**config.mk**
```make
export PLATFORM = sky130hd
export DESIGN_NAME = wb_port_arbiter
export DESIGN_NICKNAME = d
export VERILOG_FILES = /design/src/rtl/wb_port_arbiter_pkg.sv /design/src/rtl/wb_slot.sv /design/src/rtl/wb_port_arbiter.sv
export SDC_FILE = /design/constraint.sdc
export NUM_CORES = 1
export LEC_CHECK = 0
export ABC_AREA = 1
export BUFFER_PORTS_ARGS = -buffer_cell sky130_fd_sc_hd__buf_4
export CORE_AREA = 2 2 101 103
export DETAILED_ROUTE_END_ITERATION = 8
export DIE_AREA = 0 0 103 105
export GPL_ROUTABILITY_DRIVEN = 0
export PLACE_DENSITY_LB_ADDON = 0.1
export SKIP_CTS_REPAIR_TIMING = 1
export SYNTH_ARGS = -nofsm -noshare
export SYNTH_HDL_FRONTEND = slang
export SYNTH_SLANG_ARGS = --single-unit
```
**constraint.sdc**
```tcl
create_clock -name clk -period 2.63 [get_ports clk]
set_clock_uncertainty 0.05 [all_clocks]
set_input_delay 0.526 -clock clk [delete_from_list [all_inputs] [get_ports clk]]
set_output_delay 0.526 -clock clk [all_outputs]
set_load 0.01 [all_outputs]
```
**src/rtl/wb_port_arbiter_pkg.sv**
```systemverilog
// Shared constants and types for the writeback port arbiter.
// Holds the register-zero address, mux select encodings and default widths.
package wb_port_arbiter_pkg;

    localparam int DEF_DATA_W = 32;
    localparam int DEF_ADDR_W = 5;

    localparam logic [4:0] REG_ZERO = 5'd0;
    localparam logic       SEL_ALU  = 1'b0;
    localparam logic       SEL_MEM  = 1'b1;

    typedef enum logic [1:0] {
        GNT_NONE = 2'd0,
        GNT_ALU  = 2'd1,
        GNT_MEM  = 2'd2
    } grant_e;

    function automatic logic [15:0] sat_inc16(input logic [15:0] value);
        return (value == 16'hFFFF) ? value : value + 16'd1;
    endfunction

endpackage

```
**src/rtl/wb_slot.sv**
```systemverilog
// One-entry holding register for a pending register-file write.
// The slot can refill on the same edge it is freed by a grant.
module wb_slot
    import wb_port_arbiter_pkg::*;
#(
    parameter int DATA_W = DEF_DATA_W,
    parameter int ADDR_W = DEF_ADDR_W
) (
    input  logic              clk,
    input  logic              reset,
    input  logic              in_valid,
    output logic              ready,
    input  logic [DATA_W-1:0] in_data,
    input  logic [ADDR_W-1:0] in_waddr,
    input  logic              free,
    output logic              full,
    output logic [DATA_W-1:0] data,
    output logic [ADDR_W-1:0] waddr,
    output logic              capture
);

    assign ready   = ~full | free;
    assign capture = in_valid & ready;

    always_ff @(posedge clk) begin
        if (reset) begin
            full  <= 1'b0;
            data  <= '0;
            waddr <= '0;
        end else if (capture) begin
            full  <= 1'b1;
            data  <= in_data;
            waddr <= in_waddr;
        end else if (free) begin
            full  <= 1'b0;
        end
    end

endmodule

```
**src/rtl/wb_port_arbiter.sv**
```systemverilog
// Arbitrates the single register-file write port between ALU and load writeback.
// Optional performance counters are built when WB_PERF_EN is defined.
module wb_port_arbiter
    import wb_port_arbiter_pkg::*;
#(
    parameter int DATA_W   = DEF_DATA_W,
    parameter int ADDR_W   = DEF_ADDR_W,
    parameter int MAX_WAIT = 4
) (
    input  logic              clk,
    input  logic              reset,
    input  logic              alu_valid,
    output logic              alu_ready,
    input  logic [DATA_W-1:0] alu_data,
    input  logic [ADDR_W-1:0] alu_waddr,
    input  logic              mem_valid,
    output logic              mem_ready,
    input  logic [DATA_W-1:0] mem_data,
    input  logic [ADDR_W-1:0] mem_waddr,
    input  logic              rf_hold,
    output logic              rf_we,
    output logic [ADDR_W-1:0] rf_waddr,
    output logic [DATA_W-1:0] rf_wdata,
    output logic              mem_to_reg
`ifdef WB_PERF_EN
    ,
    output logic [15:0]       conflict_cnt,
    output logic [15:0]       hold_cnt
`endif
);

    localparam int                WAIT_W     = $clog2(MAX_WAIT + 1);
    localparam logic [WAIT_W-1:0] WAIT_LIMIT = WAIT_W'(MAX_WAIT);

    logic              alu_full, mem_full;
    logic              alu_capture, mem_capture;
    logic [DATA_W-1:0] alu_q_data, mem_q_data;
    logic [ADDR_W-1:0] alu_q_waddr, mem_q_waddr;
    logic [DATA_W-1:0] sel_data;
    logic [ADDR_W-1:0] sel_waddr;
    logic [WAIT_W-1:0] wait_cnt;
    logic              mem_older;
    logic              grant_alu, grant_mem;
    grant_e            grant;

    wb_slot #(.DATA_W(DATA_W), .ADDR_W(ADDR_W)) alu_slot (
        .clk      (clk),
        .reset    (reset),
        .in_valid (alu_valid),
        .ready    (alu_ready),
        .in_data  (alu_data),
        .in_waddr (alu_waddr),
        .free     (grant_alu),
        .full     (alu_full),
        .data     (alu_q_data),
        .waddr    (alu_q_waddr),
        .capture  (alu_capture)
    );

    wb_slot #(.DATA_W(DATA_W), .ADDR_W(ADDR_W)) mem_slot (
        .clk      (clk),
        .reset    (reset),
        .in_valid (mem_valid),
        .ready    (mem_ready),
        .in_data  (mem_data),
        .in_waddr (mem_waddr),
        .free     (grant_mem),
        .full     (mem_full),
        .data     (mem_q_data),
        .waddr    (mem_q_waddr),
        .capture  (mem_capture)
    );

    // Same destination must retire in program order; otherwise MEM wins unless ALU has waited too long.
    always_comb begin
        grant = GNT_NONE;
        if (!rf_hold) begin
            if (alu_full && mem_full) begin
                if (alu_q_waddr == mem_q_waddr)
                    grant = mem_older ? GNT_MEM : GNT_ALU;
                else if (wait_cnt == WAIT_LIMIT)
                    grant = GNT_ALU;
                else
                    grant = GNT_MEM;
            end else if (alu_full) begin
                grant = GNT_ALU;
            end else if (mem_full) begin
                grant = GNT_MEM;
            end
        end
    end

    assign grant_alu = (grant == GNT_ALU);
    assign grant_mem = (grant == GNT_MEM);
    assign sel_data  = grant_mem ? mem_q_data  : alu_q_data;
    assign sel_waddr = grant_mem ? mem_q_waddr : alu_q_waddr;

    // Writes to register zero free the slot but never reach the register file.
    always_ff @(posedge clk) begin
        if (reset) begin
            rf_we      <= 1'b0;
            rf_waddr   <= '0;
            rf_wdata   <= '0;
            mem_to_reg <= SEL_ALU;
        end else begin
            rf_we <= 1'b0;
            if (grant != GNT_NONE && sel_waddr != ADDR_W'(REG_ZERO)) begin
                rf_we      <= 1'b1;
                rf_waddr   <= sel_waddr;
                rf_wdata   <= sel_data;
                mem_to_reg <= grant_mem ? SEL_MEM : SEL_ALU;
            end
        end
    end

    always_ff @(posedge clk) begin
        if (reset)
            wait_cnt <= '0;
        else if (!alu_full || grant_alu)
            wait_cnt <= '0;
        else if (grant_mem && wait_cnt != WAIT_LIMIT)
            wait_cnt <= wait_cnt + WAIT_W'(1);
    end

    // A newly captured entry is younger than whatever the other slot still holds.
    always_ff @(posedge clk) begin
        if (reset)
            mem_older <= 1'b0;
        else if (alu_capture && mem_capture)
            mem_older <= 1'b1;
        else if (mem_capture)
            mem_older <= 1'b0;
        else if (alu_capture)
            mem_older <= 1'b1;
    end

`ifdef WB_PERF_EN
    always_ff @(posedge clk) begin
        if (reset) begin
            conflict_cnt <= '0;
            hold_cnt     <= '0;
        end else begin
            if (alu_full && mem_full && !rf_hold)
                conflict_cnt <= sat_inc16(conflict_cnt);
            if (rf_hold && (alu_full || mem_full))
                hold_cnt <= sat_inc16(hold_cnt);
        end
    end
`endif

endmodule

```
==> results of run 1 <==
## per-stage QoR
stage	utilization, %	power (mW)	instance area (um^2)
final	69.1	5.19	6660
after global routing	69.1	5.44	6660
after CTS	68.6	5.20	6620
after detailed placement	62.3	2.88	6010
after global placement	62.3	2.86	6010
after floorplan	-	2.59	5070
## layer usage
layer | track usage [%] | vias up | share of wire, %
met5 | 0 | - | 0
met4 | 7.14 | 0 | 1.2
met3 | 6.09 | 15 | 5.6
met2 | 37.0 | 127 | 48
met1 | 29.9 | 2115 | 45
li1 | - | 2416 | -
## layout make-up
class,instances,area share (%)
clock buffers,24,7.36
clock inverters,8,1.76
inverters,52,2.97
multi-input cells,459,34.0
flip-flops and latches,119,35.7
well taps,133,2.50
repair buffers,137,15.6
## worst min-delay path, stage by stage
cell	delay [ps]
buf_4	70
o21ai_0	70
nor2_1	80
## synthesized netlist by cell type
library cell,number
inv_4,1
o21bai_4,1
nand3b_1,32
nand3_1,42
dfxtp_1,119
xnor2_1,1
nand2_1,136
inv_2,1
nand3_2,1
o21ai_1,1
buf_4,1
a21oi_1,84
buf_6,6
buf_1,1
a211oi_1,1
o21ai_2,1
nand4_1,1
or2_2,2
o21ai_0,74
ha_1,2
nor2_2,31
clkbuf_1,30
clkinv_1,1
inv_1,49
nand2_4,1
nand2_2,2
nor2_1,45
buf_2,10
o21a_1,1
## cell families (layout without fill, tap and decap cells)
family | count (synthesis) | count (layout) | share of synthesized area (%)
AND/OR/NAND/NOR | 293 | 293 | 27.1
XOR/XNOR | 1 | 1 | 0.173
adder cells (fa/ha/maj) | 2 | 2 | 0.494
AO/OA/AOI/OAI | 163 | 163 | 16.5
flip-flops | 119 | 119 | 47.0
buffers and inverters | 100 | 221 | 8.66
## power by group
part	switching, mW	internal, mW
logic	0.456	0.364
registers	0.0780	1.96
clock network	0.774	1.56
## how the worst max path moves through the flow
stage,endpoint,slack [ps],cells past startpoint
6_report,alu_ready,110,8
5_1_grt,rf_wdata[1],-70,15
2_1_floorplan,alu_ready,690,9
3_3_place_gp,rf_wdata[1],430,9
3_5_place_dp,rf_wdata[2],310,9
4_1_cts,alu_ready,-10,9
==> results.cfg, run 1 <==
[die]
fp.dieW_um = 103
io_pins = 120
dieArea_um2 = 10800
initial_core_util_pct = 52.6
die_y_um = 105
coreArea_um2 = 9640
placementRows = 36

[grt]
antenna_found_initial = 0
grt_pass1_vias = 4341
overflow = 0
grt_max_degree = 43
grt_pass1_wl_mm = 19.7
track_usage_pct = 23.0

[setup_path]
ff2ff_path_depth = 15
worstPathArrival_ps = 1940
crit_start = alu_slot.waddr[3]
r2r_end = rf_wdata[2]
path_common_cell = nand2_1
start_kind = register
cp-end-kind = output pin
timing.rr.start = alu_slot.waddr[3]
crit_type = register to output pin
reg2reg_setup_slack_ps = 230
critPathRequiredTime_ps = 2050
critical_path.cell_chain = inv_1 > nand2_1 > nand2_1 > nor2_2 > nand4_1 > a21oi_1 > o21ai_4 > buf_4
critPathBufInv = 2
slowest_stage = dfxtp_1
slowest_delay_ps = 330
critical-path-top-delay-family = simple AND/OR/NAND/NOR gates
crit_fanout = 3

[cts]
clock-sinks = 119
clockBufferDepth = 2
clock_latency_ps = 510
root_buffer = clkbuf_8
htreeDepth = 4
cts_made_buffers = 17
cts_tree = built
clk_pin_slew_ps = 60

[synth]
synth_area_leader_cell = dfxtp_1
syn_inst = 678
ys_top_cells_by_area = dfxtp_1, nand2_1, a21oi_1
syn_area_um2 = 5070
ys_types = 29
synth_top_area_share_pct = 47.0
ys_warn_count = 0
synth_nets = 759
synth_seq_cells = 119
yosysSeqAreaShare_pct = 47.0
avgSynthCellArea_um2 = 7.48

[layout]
final_common_cell = buf_4
fillers = 841
fin_nets = 867
n_antenna_cell = 0
seq_area_um2 = 2380
layout-drive-gt1-share_pct = 26.4
syn2layout_area_growth_pct = 31.4
largest_registers = alu_slot.data (32), mem_slot.data (32), rf_wdata (32)
multiInputGateArea_um2 = 2270
mostFrequentLayoutCells = buf_4, nand2_1, dfxtp_1
finalNonFillerCells = 932

[min_path]
hold_depth = 3
min_path_type = primary input to register
whs_endpoint = mem_slot.data[31]
worstHoldStart = mem_data[31]

[sta]
holdWs_ps = 215
setup_slack_ps = 114
timing.fmax_ghz = 0.397
setup_viol = 0
maxSlewViolCount = 0
worst-slew-pin-transition_ps = 523
hold_viol = 0
period_minus_slack_ps = 2520
tns_ps = 0
min_period_over_period_pct = 95.7
relSlewSlack_pct = 65.1

[flow_run]
cap_violations = 0

[power_and_ir_drop]
p_per_area_nw_per_um2 = 779
ir_worst_vdd_uv = 449
cellLeakagePower_nw = 2.91

[routing]
drt_first_pass_iters = 5
totalWireLength_mm = 12.1
drc = 0
wire_per_inst_um = 13.0
ant_nets = 0
via_count = 4673
avgViaCountPerCell = 5.01
first_iter_violations = 217

[placed_design]
portBuffers = 119
dp_cells = 895
dp_slack_ps = 314
dp.final_hpwl_mm = 8.10

[outcome]
status = completed
(Power assumes the default switching activity.)
==> run 2: changes to the inputs <==
--- a/config.mk
+++ b/config.mk
@@ -5,11 +5,11 @@
 export SDC_FILE = /design/constraint.sdc
 export NUM_CORES = 1
 export LEC_CHECK = 0
-export ABC_AREA = 1
+export ABC_AREA = 0
 export BUFFER_PORTS_ARGS = -buffer_cell sky130_fd_sc_hd__buf_4
-export CORE_AREA = 2 2 101 103
+export CORE_AREA = 2 2 104 106
 export DETAILED_ROUTE_END_ITERATION = 8
-export DIE_AREA = 0 0 103 105
+export DIE_AREA = 0 0 106 108
 export GPL_ROUTABILITY_DRIVEN = 0
 export PLACE_DENSITY_LB_ADDON = 0.1
 export SKIP_CTS_REPAIR_TIMING = 1
==> run 2 against run 1 <==
First-iteration DRC count is 8.3% higher; clock power increased by 4%; cell area rose by 7.8%; die area grew 5.9%; clock-buffer cell count down 4; worst hold slack lost 49 ps; non-clock buffer count up 5; area after synthesis up 7.2%; wire length increased by 16%; sequential power is essentially flat; combinational power fell by 2.9%; critical path type unchanged.
==> results.cfg, run 2 <==
[outcome]
status = completed

[placed_design]
postPlaceCellArea_um2 = 6460
dp.final_hpwl_mm = 8.98
portBuffers = 119

[setup_path]
endpoint = mem_ready
crit_fanout = 4
crit_start = wait_cnt[1]
r2r_end = mem_slot.data[22]
timing.rr.start = wait_cnt[1]
reg2reg_setup_slack_ps = 180
worstPathArrival_ps = 1970
cp-end-kind = output pin
critPathRequiredTime_ps = 2050
ff2ff_path_depth = 11
crit_type = register to output pin
start_kind = register

[die]
die_y_um = 108
coreArea_um2 = 10200
io_pins = 120
dieArea_um2 = 11400
initial_core_util_pct = 53.1
placementRows = 37
fp.dieW_um = 106

[power_and_ir_drop]
cellLeakagePower_nw = 2.86
swShare_pct = 25.3
power_frac_comb_pct = 15.1
p_sw_mw = 1.33
ir_worst_vdd_uv = 374
p_per_area_nw_per_um2 = 732
seq_power_share_pct = 38.6
intPower_mw = 3.93
clkPwrFrac_pct = 46.3

[sta]
hold_viol = 0
timing.fmax_ghz = 0.392
setup_viol = 0
period_minus_slack_ps = 2550
maxSlewViolCount = 0
worst-slew-pin-transition_ps = 503
holdWs_ps = 166
min_period_over_period_pct = 96.9
relSlewSlack_pct = 66.4

[layout]
largest_registers = alu_slot.data (32), mem_slot.data (32), rf_wdata (32)
final_util_pct = 70.2
layout-drive-gt1-share_pct = 30.8
syn2layout_area_growth_pct = 32.2
fin_nets = 796
final_area_um2 = 7190
mostFrequentLayoutCells = buf_4, dfxtp_1, nand2b_1
n_antenna_cell = 0
final_common_cell = buf_4

[grt]
overflow = 0
track_usage_pct = 25.2
use_met2_pct = 43.7
met3_usage_pct = 5.67
busiest_layer = met2
grt_max_degree = 70
grt_pass1_vias = 4700
grt_pass1_wl_mm = 22.6
antenna_found_initial = 0
use_met1_pct = 29.8

[synth]
synth_top_area_share_pct = 43.8
synth_area_leader_cell = dfxtp_1
ys_top_cells_by_area = dfxtp_1, nand2b_1, a2111oi_2
async_reset_ff_share_pct = 0
ys.flop_type = dfxtp_1
avgSynthCellArea_um2 = 8.98
ys_types = 41
synth_nets = 686
ys_warn_count = 0
syn_area_um2 = 5440
yosysMostFrequentCell = dfxtp_1
synth-edff-count = 0
synth_commonest_cells = dfxtp_1, nand2b_1, nor3_1, nand2_1, a21oi_1
yosysSeqAreaShare_pct = 43.8
syn_inst = 605
synth_seq_cells = 119

[cts]
htreeDepth = 4
cts_made_buffers = 17
root_buffer = clkbuf_8
clock-sinks = 119
clockBufferDepth = 2
clk_pin_slew_ps = 60
cts_tree = built
clock_latency_ps = 530

[routing]
first_iter_violations = 235
via_count = 4720
wire_per_inst_um = 16.3
drc = 0
ant_nets = 0
drt_first_pass_iters = 5
avgViaCountPerCell = 5.46
totalWireLength_mm = 14.0

[min_path]
min_path_type = primary input to register

[flow_run]
cap_violations = 0
-- run 2: cell families (layout without fill, tap and decap cells) --
logic type               Yosys count  count (layout)  synth area share [%]
buffers and inverters             91             214                  7.48
XOR/XNOR                           6               6                 0.967
AND/OR/NAND/NOR                  253             253                  24.3
flip-flops                       119             119                  43.8
multiplexers                      42              42                  7.73
AO/OA/AOI/OAI                     92              92                  15.2
adder cells (fa/ha/maj)            2               2                 0.460
-- run 2: final cells by class --
| class | instances | area [um^2] |
|---|---|---|
| clock inverter | 12 | 174 |
| tap | 136 | 170 |
| sequential | 119 | 2380 |
| multi-input combinational | 395 | 2750 |
| timing repair buffer | 142 | 1100 |
| clock buffer | 20 | 455 |
| fill | 809 | 3050 |
| inverter | 40 | 150 |
-- run 2: how the worst min path moves through the flow --
stage / cells after the start / to / slack [ps] / from
floorplan: 2 / alu_slot.data[0] / 390 / alu_slot.data[0]
global placement: 2 / alu_slot.data[8] / 390 / alu_slot.data[8]
detailed placement: 2 / alu_slot.data[8] / 400 / alu_slot.data[8]
CTS: 3 / mem_slot.full / 160 / mem_valid
global route: 3 / mem_slot.full / 180 / mem_valid
finish: 3 / mem_slot.full / 170 / mem_valid
-- run 2: critical path: stages (launching register included) --
cell	delay (ps)
dfxtp_1	370
inv_1	70
ha_2	180
nand3_1	100
a21oi_1	60
nor3b_2	360
nand2_4	110
nand2_2	90
buf_4	120
-- run 2: power groups by stage --
stage | Sequential [mW] | Clock (mW) | Combinational, mW
after detailed placement | 2.06 | 0 | 0.775
final | 2.03 | 2.44 | 0.796
after CTS | 2.02 | 2.45 | 0.780
after global placement | 2.06 | 0 | 0.755
after global routing | 2.04 | 2.54 | 0.867
after floorplan | 2.06 | 0 | 0.453
-- run 2: stage by stage --
step                      power [mW]  setup TNS (ps)  setup slack [ps]  cells
after floorplan                 2.52               0               522    605
after global placement          2.81               0               486    827
after detailed placement        2.84               0               317    827
after CTS                       5.26            -124              -124    859
after global routing            5.45           -40.2             -22.0    864
final                           5.26               0              81.7    864
-- run 2: routing by layer --
layer | vias up | wire length [um]
met5 | - | 0
met4 | 0 | 333
met3 | 32 | 756
met2 | 142 | 7040
met1 | 2233 | 5910
li1 | 2313 | -
==> run 3: changes to the inputs <==
--- a/config.mk
+++ b/config.mk
@@ -12,6 +12,7 @@
 export DIE_AREA = 0 0 106 108
 export GPL_ROUTABILITY_DRIVEN = 0
 export PLACE_DENSITY_LB_ADDON = 0.1
+export REMOVE_ABC_BUFFERS = 1
 export SKIP_CTS_REPAIR_TIMING = 1
 export SYNTH_ARGS = -nofsm -noshare
 export SYNTH_HDL_FRONTEND = slang
==> run 3 against run 2 <==
Via count down 0.13%; sequential power about the same; worst hold slack better by 13 ps; critical path type unchanged; critical endpoint is now alu_ready; largest power group unchanged.
==> results.cfg, run 3 (synthesized netlist as in run 2, its figures left out) <==
[cts]
clk_pin_slew_ps = 60
clockBufferDepth = 2
root_buffer = clkbuf_8
cts_tree = built
cts_made_buffers = 17
htreeDepth = 4
clock-sinks = 119
clock_latency_ps = 510

[flow_run]
cap_violations = 0

[setup_path]
start_kind = register
worstPathArrival_ps = 1970
crit_type = register to output pin
timing.rr.start = wait_cnt[0]
crit_fanout = 4
critPathRequiredTime_ps = 2050
r2r_end = rf_wdata[1]
slowest_delay_ps = 430
critical_path.cell_chain = xnor2_2 > and3_4 > a21oi_1 > o31ai_4 > buf_4
ff2ff_path_depth = 10
reg2reg_setup_slack_ps = 220
cp-end-kind = output pin
slowest_stage = dfxtp_1

[min_path]
whs_endpoint = mem_slot.full
hold_depth = 3
worstHoldStart = mem_valid
min_path_type = primary input to register

[die]
dieArea_um2 = 11400
die_y_um = 108
io_pins = 120
coreArea_um2 = 10200
placementRows = 37
initial_core_util_pct = 53.1
fp.dieW_um = 106

[layout]
largest_registers = alu_slot.data (32), mem_slot.data (32), rf_wdata (32)
syn2layout_area_growth_pct = 31.2
seq_area_um2 = 2390
fin_nets = 791
mostFrequentLayoutCells = buf_4, dfxtp_1, nand2b_1
n_antenna_cell = 0
fillers = 829
final_area_um2 = 7130
final_util_pct = 69.7
final_common_cell = buf_4
multiInputGateArea_um2 = 2750
layout-drive-gt1-share_pct = 30.6

[routing]
drt_first_pass_iters = 5
first_iter_violations = 239
ant_nets = 0
wire_per_inst_um = 15.8
drc = 0
avgViaCountPerCell = 5.49
totalWireLength_mm = 13.6
via_count = 4714

[sta]
maxSlewViolCount = 0
holdWs_ps = 179
timing.fmax_ghz = 0.393
hold_viol = 0
worst-slew-pin-transition_ps = 469
setup_slack_ps = 88.1
setup_viol = 0
min_period_over_period_pct = 96.7
period_minus_slack_ps = 2540
relSlewSlack_pct = 68.7

[placed_design]
postPlaceCellArea_um2 = 6460
portBuffers = 119
dp.final_hpwl_mm = 8.85
dp_slack_ps = 273

[power_and_ir_drop]
cellLeakagePower_nw = 2.83
p_per_area_nw_per_um2 = 723
p_total_mw = 5.15
ir_worst_vdd_uv = 460

[grt]
track_usage_pct = 24.5
antenna_found_initial = 0
grt_pass1_wl_mm = 22.4
grt_max_degree = 94
grt_pass1_vias = 4705
overflow = 0

[outcome]
status = completed
==> run 3: changes by cell type in the layout (fill, tap and decap cells not counted), sizes merged <==
cell    delta
clkbuf     -1
bufinv     -1
clkinv     -1
inv        +3
buf        -5
==> run 3: worst max path at each step <==
stage	startpoint	end	slack, ps	depth (start not counted)
after floorplan	wait_cnt[0]	mem_slot.data[0]	-2180	8
after global placement	wait_cnt[0]	rf_wdata[0]	440	9
after detailed placement	wait_cnt[0]	rf_wdata[1]	270	9
after CTS	mem_slot.waddr[3]	alu_ready	-20	5
after global routing	alu_slot.waddr[3]	alu_ready	-20	5
final	alu_slot.waddr[3]	alu_ready	90	5
==> run 3: worst max-delay path, delay by kind of cell (launching register included) <==
kind | cells | cell delay (ps)
flip-flops | 1 | 430
XOR/XNOR | 1 | 170
AO/OA/AOI/OAI | 2 | 430
buffers and inverters | 1 | 180
AND/OR/NAND/NOR | 1 | 240
==> run 3: cell type report <==
cell class	instances	share of cell area (%)
Tap cell	136	2.39
Clock inverter	13	2.37
Sequential cell	119	33.5
Clock buffer	19	6.19
Timing Repair Buffer	137	14.9
Inverter	40	2.11
Multi-Input combinational cell	395	38.5
==> run 3: report_power, final <==
part | total, mW | internal (mW) | switching [mW]
Sequential | 2.03 | 1.94 | 0.0937
Combinational | 0.780 | 0.374 | 0.407
Clock | 2.34 | 1.50 | 0.841
Total | 5.15 | 3.81 | 1.34
==> run 3: stage by stage <==
| step | instances | setup TNS [ps] |
|---|---|---|
| after floorplan | 554 | -120960 |
| after global placement | 826 | 0 |
| after detailed placement | 826 | 0 |
| after CTS | 858 | -23.0 |
| after global routing | 859 | -35.2 |
| final | 859 | 0 |
==> run 3: layer usage <==
layer	track usage (%)	up-vias	part of all wire, %
met3	5.49	22	5.8
met2	42.9	161	50
met5	0	-	0
met1	30.2	2233	43
li1	-	2298	-
met4	7.80	0	1.6
